[config.mk]
export PLATFORM = sky130hd
export DESIGN_NAME = fsm_flat
export DESIGN_NICKNAME = d
export VERILOG_FILES = /design/src/rtl/fsm_if.sv /design/src/rtl/fsm.sv /design/src/flat_wrapper.sv
export SDC_FILE = /design/constraint.sdc
export NUM_CORES = 1
export LEC_CHECK = 0
export ABC_AREA = 1
export CAP_MARGIN = 20
export CORE_AREA = 8 8 45 47
export CTS_CLUSTER_DIAMETER = 50
export DETAILED_ROUTE_END_ITERATION = 12
export DIE_AREA = 0 0 53 55
export GPL_TIMING_DRIVEN = 0
export PLACE_DENSITY = 0.51
export SLEW_MARGIN = 20
export SYNTH_ARGS = -nofsm -noshare
export SYNTH_HDL_FRONTEND = slang
export SYNTH_SLANG_ARGS = --single-unit
[constraint.sdc]
create_clock -name clk -period 3.1 [get_ports clk]
set_input_delay 0.465 -clock clk [delete_from_list [all_inputs] [get_ports clk]]
set_output_delay 0.465 -clock clk [all_outputs]
set_load 0.05 [all_outputs]
[src/rtl/fsm_if.sv]
// Serial detector bus: one input bit stream and the registered match flag.
// FSM_HIT_COUNT_EN adds the saturating 8-bit match counter.
interface fsm_if;
  logic       ins;
  logic       outs;
`ifdef FSM_HIT_COUNT_EN
  logic [7:0] hit_count;

  modport master (output ins, input  outs, input  hit_count);
  modport slave  (input  ins, output outs, output hit_count);
`else
  modport master (output ins, input  outs);
  modport slave  (input  ins, output outs);
`endif
endinterface

[src/rtl/fsm.sv]
// Moore serial pattern detector (KMP prefix-length states, tables built at elaboration).
// Optional FSM_HIT_COUNT_EN adds a saturating match counter on the bus.
module fsm #(
  parameter int                   PAT_WIDTH = 4,
  parameter logic [PAT_WIDTH-1:0] PATTERN   = 4'b1011,
  parameter bit                   OVERLAP   = 1'b1
) (
  input  logic clk,
  input  logic reset,
  fsm_if.slave bus
);

  localparam int SW = $clog2(PAT_WIDTH + 1);
  localparam int NS = 1 << SW;

  // Longest prefix of PATTERN that is a suffix of (first k pattern bits, then b).
  function automatic int next_len(input int k, input int b);
    int pat;
    int seq;
    int res;
    pat = int'(PATTERN);
    seq = ((pat >> (PAT_WIDTH - k)) << 1) | b;
    res = 0;
    for (int j = 1; j <= k + 1; j++)
      if ((seq & ((1 << j) - 1)) == (pat >> (PAT_WIDTH - j)))
        res = j;
    return res;
  endfunction

  function automatic int border();
    int pat;
    int res;
    pat = int'(PATTERN);
    res = 0;
    for (int j = 1; j < PAT_WIDTH; j++)
      if ((pat & ((1 << j) - 1)) == (pat >> (PAT_WIDTH - j)))
        res = j;
    return res;
  endfunction

  localparam int F = OVERLAP ? border() : 0;

  typedef enum logic [SW-1:0] {
    S0    = '0,
    MATCH = SW'(PAT_WIDTH)
  } state_t;

  state_t        state;
  state_t        nxt;
  logic          outs_q;
  logic          exp_tbl  [NS];
  logic [SW-1:0] hit_tbl  [NS];
  logic [SW-1:0] miss_tbl [NS];

  // MATCH behaves as S(F); unused encodings recover through S0.
  for (genvar g = 0; g < NS; g++) begin : g_tbl
    localparam int K  = (g == PAT_WIDTH) ? F : ((g > PAT_WIDTH) ? 0 : g);
    localparam int EB = (int'(PATTERN) >> (PAT_WIDTH - 1 - K)) & 1;
    localparam int HN = next_len(K, EB);
    localparam int MN = next_len(K, 1 - EB);
    assign exp_tbl[g]  = EB[0];
    assign hit_tbl[g]  = SW'(HN);
    assign miss_tbl[g] = SW'(MN);
  end

  // An unknown ins fails the equality and takes the fallback path.
  always_comb begin
    nxt = S0;
    if (bus.ins == exp_tbl[state])
      nxt = state_t'(hit_tbl[state]);
    else
      nxt = state_t'(miss_tbl[state]);
  end

  always_ff @(posedge clk or posedge reset) begin
    if (reset) begin
      state  <= S0;
      outs_q <= 1'b0;
    end else begin
      state  <= nxt;
      outs_q <= (nxt == MATCH);
    end
  end

  assign bus.outs = outs_q;

`ifdef FSM_HIT_COUNT_EN
  function automatic logic [7:0] sat_inc(input logic [7:0] v);
    return (v == 8'hFF) ? v : v + 8'd1;
  endfunction

  logic [7:0] hit_q;

  always_ff @(posedge clk or posedge reset) begin
    if (reset)
      hit_q <= 8'd0;
    else if (nxt == MATCH)
      hit_q <= sat_inc(hit_q);
  end

  assign bus.hit_count = hit_q;
`endif

endmodule

[src/flat_wrapper.sv]
// flat-port wrapper written by rule: the top's interface ports become plain ports
module fsm_flat 
#(
  parameter int                   PAT_WIDTH = 4,
  parameter logic [PAT_WIDTH-1:0] PATTERN   = 4'b1011,
  parameter bit                   OVERLAP   = 1'b1
)
  (clk, reset, bus_ins, bus_outs);
  fsm_if bus_i ();
  input  logic clk;
  input  logic reset;
  input wire logic [$bits(bus_i.ins)-1:0] bus_ins;
  output wire logic [$bits(bus_i.outs)-1:0] bus_outs;
  assign bus_i.ins = bus_ins;
  assign bus_outs = bus_i.outs;
  fsm #(.PAT_WIDTH(PAT_WIDTH), .PATTERN(PATTERN), .OVERLAP(OVERLAP)) u_core (.clk(clk), .reset(reset), .bus(bus_i));
endmodule
==> Yosys cells after proc, flatten, opt, wreduce, memory -nomap -nowiden <==
Memories as Yosys holds them, arrays and structs flattened.
Index checks and enable logic that the tools add are counted.
{ "word_totals": {"regBits": 4, "mem_bits_ro": 56, "input_bits": 3, "out_inout_bits": 1, "elab_cells": 16, "n_memories": 3} }
{ "mem_list": {"columns": ["name", "words", "word_bits", "read_ports", "rd_ports_with_merged_regs", "wr", "line", "source"], "rows": [
  ["(no name shown)", 8, 3, 1, 0, 0, "fsm.sv:70", "nxt = state_t'(hit_tbl[state]);"],
  ["(no name shown)", 8, 3, 1, 0, 0, "fsm.sv:72", "nxt = state_t'(miss_tbl[state]);"],
  ["(no name shown)", 8, 1, 1, 0, 0, "fsm.sv:69", "if (bus.ins == exp_tbl[state])"]
]} }
{ "op_classes": {"order_cmp": 1, "n_eq_ne": 2, "muxes": 7, "bitwise_logic": 1} }
{ "ops": {"columns": ["cell", "count"], "rows": [
  ["two-way mux 3 bit", 5],
  ["greater-or-equal comparator 4 bit, second input constant", 1],
  ["inverter 3 -> 4 bit", 1],
  ["equality test 3 bit, second input constant", 1],
  ["two-way mux 1 bit", 2],
  ["equality test 1 bit", 1]
]} }

==> Longest topological paths before layout <==
Gate-level depths: netlist (run 1).
{ "depth": {"word_depth": 7, "depth_mapped": 7, "mapped_depth_nobuf": 7} }

==> Worst setup path after synthesis (run 1) <==
Ideal clock, no wire load.
{ "synth_path": {"path_kind": "register -> register", "from": "register u_core.state[0]", "to": "register u_core.state[1]", "setup_ns": 0.117, "arrival_ns": 1.003, "required_time_ns": 2.983, "setup_slack_ns": 1.980, "stages_incl_launch_ff": 7, "path_buffers": 0, "synth_period_minus_slack_ns": 1.120, "path_cell_list": "dfrtp_1 -> inv_1 -> ha_1 -> nand2_1 -> nand3_2 -> nand3_1 -> nand2_1"} }
{ "synth_via": {"elab_chain_cells": 6, "word_cells_on_any_way": 12, "classes_between": "eq/ne: 1; mux: 7; bitwise: 1; memory: 3"} }
{ "synth_lines": {"columns": ["element", "line", "source"], "rows": [
  ["start: declaration", "fsm.sv:48", "state_t state;"],
  ["start signal: assignment", "fsm.sv:80", "state <= nxt;"],
  ["inverter 3 -> 4 bit (not written as such) *", "fsm.sv:69, fsm.sv:70, fsm.sv:72", null],
  ["memory (8 x 1 bit)", null, null],
  ["two-way mux 1 bit (not written as such) (2 in series)", "fsm.sv:69", null],
  ["equality test 1 bit", "fsm.sv:69", null],
  ["two-way mux 3 bit *", "fsm.sv:69", null],
  ["via u_core.nxt[1]", "fsm.sv:49", "state_t nxt;"]
]} }
Mark *: on every way through the listed nets, which the timed path passes. The rest lies on a longest branch. The select of a mux whose other input is x is not followed.

==> Worst setup path in the final report (run 1) <==
{ "layout_path": {"from": "register u_core.outs_q (netlist: u_core.bus.outs)", "to": "output port bus_outs"} }
{ "layout_rtl": {"columns": ["element", "line", "source"], "rows": [
  ["start: declaration", "fsm.sv:50", "logic outs_q;"],
  ["start signal: assignment", "fsm.sv:81", "outs_q <= (nxt == MATCH);"],
  ["end: declaration", "flat_wrapper.sv:13", "output wire logic [$bits(bus_i.outs)-1:0] bus_outs;"]
]} }
No word-level cell between the ends.

==> results of run 1 <==
[report_power, final]
group | total [uW] | internal, uW | leakage, uW | switching [uW]
Combinational | 174 | 64.5 | 0.000153 | 109
Sequential | 87.8 | 70.9 | 0.0000523 | 16.9
Clock | 63.6 | 43.2 | 0.0000138 | 20.4
[per-stage QoR]
stage	instance area (sq um)	setup WS [ns]
after floorplan	313	1.98
after global placement	363	1.54
after detailed placement	363	1.54
after CTS	385	1.29
after global routing	385	1.27
final	385	1.30
[kinds of logic (layout without fill, tap and decap cells)]
logic type	count (synthesis)	after routing	share of synthesized area, %
buf+inv	9	15	10.8
flops	4	4	32.0
fa+ha+maj	5	5	20.0
simple gates	22	22	35.6
compound gates	1	1	1.60
[synth_stat cells (all sizes together)]
master / n / area [sq um]
ha: 5 / 62.6
nor2: 4 / 17.5
inv: 9 / 33.8
dfrtp: 4 / 100
nand2: 11 / 48.8
nand3: 7 / 45.0
o21ai: 1 / 5.00
[registers in the layout, summed over array words and instances, names as in the netlist]
register / count
u_core.state: 3
u_core.bus.outs: 1
[final cells by class]
| class | instances | area [sq um] |
|---|---|---|
| tap | 16 | 20.0 |
| inverter | 9 | 33.8 |
| multi-input combinational | 28 | 179 |
| clock buffer | 3 | 22.5 |
| sequential | 4 | 100 |
| fill | 153 | 998 |
| timing repair buffer | 3 | 30.0 |
[routing by layer]
metal / share of wire, % / vias to the layer above / routed length (um) / global-route usage (%)
met1: 45 / 107 / 237 / 4.27
met2: 50 / 8 / 262 / 6.05
met3: 5.3 / 0 / 28 / 3.21
met4: 0 / 0 / 0 / 1.29
li1: - / 135 / - / -
met5: 0 / - / 0 / 0
[path summary, 6_finish.rpt]
| path | endpoint | start |
|---|---|---|
| worst max register to register | u_core.bus.outs | u_core.state[0] |
| worst min register to register | u_core.bus.outs | u_core.state[2] |
| worst min-delay path | u_core.state[0] | reset |
| min in group clk | u_core.bus.outs | u_core.state[2] |
| worst max-delay path | bus_outs | u_core.bus.outs |
| max in group asynchronous | u_core.bus.outs | reset |
==> impl_metrics.toml, run 1 <==
[run_status]
status = "complete, no violations"

[route]
routed_wl_um = 528
drt-initial-drc-count = 6
vias = 250
wire_per_inst_um = 8.38
viasPerCell = 3.97
ant_nets = 0
drc = 0
dr.pass1.iters = 4

[critical_path]
cp.required_ns = 2.63
crit_buf_inv = 1
crit_fanout = 1
cpMaxStageDelayCell = "clkdlybuf4s50_1"
crit_cells = 1
critPathArrivalTime_ns = 1.33
crit_path_start_kind = "flop"
endpoint_kind = "primary output"
crit_family = "buffers and inverters"
crit_chain = "clkdlybuf4s50_1"
reg2reg_slack_ns = 1.83
r2r_cells = 7
worstSetupPathType = "flop to primary output"
max_stage_delay_ns = 0.79

[timing]
fmax_mhz = 556
tightest_slew_ns = 0.497
hold_violations = 0
skew_ns = 0.00592
maxSlewViolCount = 0
setup_violations = 0
rsz0062_at_grt = "no"
slew_headroom_pct = 66.7
hold_slack_ns = 0.411
fin_crit_sh_pct = 58.0
fin_crit_ns = 1.80
setup-tns-final_ns = 0

[global_route]
grt_usage_pct = 4.05
antenna_found_initial = 0
grt_pass1_wl_um = 876
grt_max_degree = 7
first_global_vias = 216
gr-total-overflow = 0

[clocking]
insertion_delay_ns = 0.24
holdBufCountCts = 0
clockRootBuffer = "clkbuf_4"
cts_tree = "built"
cts_resized = 0
ctsHtreeMaxLevel = 1
cts_inserted_buffers = 3
cts_setup_buffers = 0
cts_buffer_depth = 2
cts_sinks = 4
cts.clk_slew.worst_paths_ns = 0.04

[cells_and_area]
layout_common_cells = "inv_1 (9), nand2_1 (8), nand3_1 (5), ha_1 (5), dfrtp_1 (4)"
final_common_cell = "inv_1"
final_cells = 63
num_antenna_cells = 0
syn2layout_area_growth_pct = 23.2
nets = 57
final_util_pct = 27.8
drive_gt1_share_pct = 19.1

[floorplanning]
die_w_um = 53
design.core.area_sq_um = 1380
io_pins = 4
die_h_um = 55
row_count = 14
initial_core_util_pct = 22.6
fp.dieArea_sq_um = 2920

[place]
dp_hpwl_um = 416
gp_congestion = 0.787
port_buffers = 3
dp.cells = 60

[power]
irDropWorstVdd_mv = 0.301
p_total_uw = 325
powerDensity_nw_per_um2 = 844
total_leakage_power_uw = 0.000219

[synth]
synth_area_sq_um = 313
synth-seq-cells = 4
synthDistinctLibCells = 10
syn-num-nets = 49
yosys_warnings = 0
yosysSeqAreaShare_pct = 32.0
synthCells = 41
synth_area_per_cell_sq_um = 7.63

[worst_hold_path]
hp-class = "input port to async pin"

[job]
maxCapViolations = 0
Note: power is estimated with default switching activity, not from simulation.
==> inputs of run 2 (changes only) <==
clock period = 1.7 ns   (was 3.1 ns; I/O delays follow)
==> results of run 2 <==
Same layout as run 1 (identical final DEF). Status: complete, no violations.
Main changes from that run: setup slack after placement 1.54 ns -> 0.347 ns; setup slack after layout 1.30 ns -> 0.113 ns; hold slack 0.411 ns -> 0.201 ns; register-to-register setup slack 1.83 ns -> 0.43 ns; total power 325 uW -> 593 uW; worst IR drop on VDD 0.301 mV -> 0.550 mV
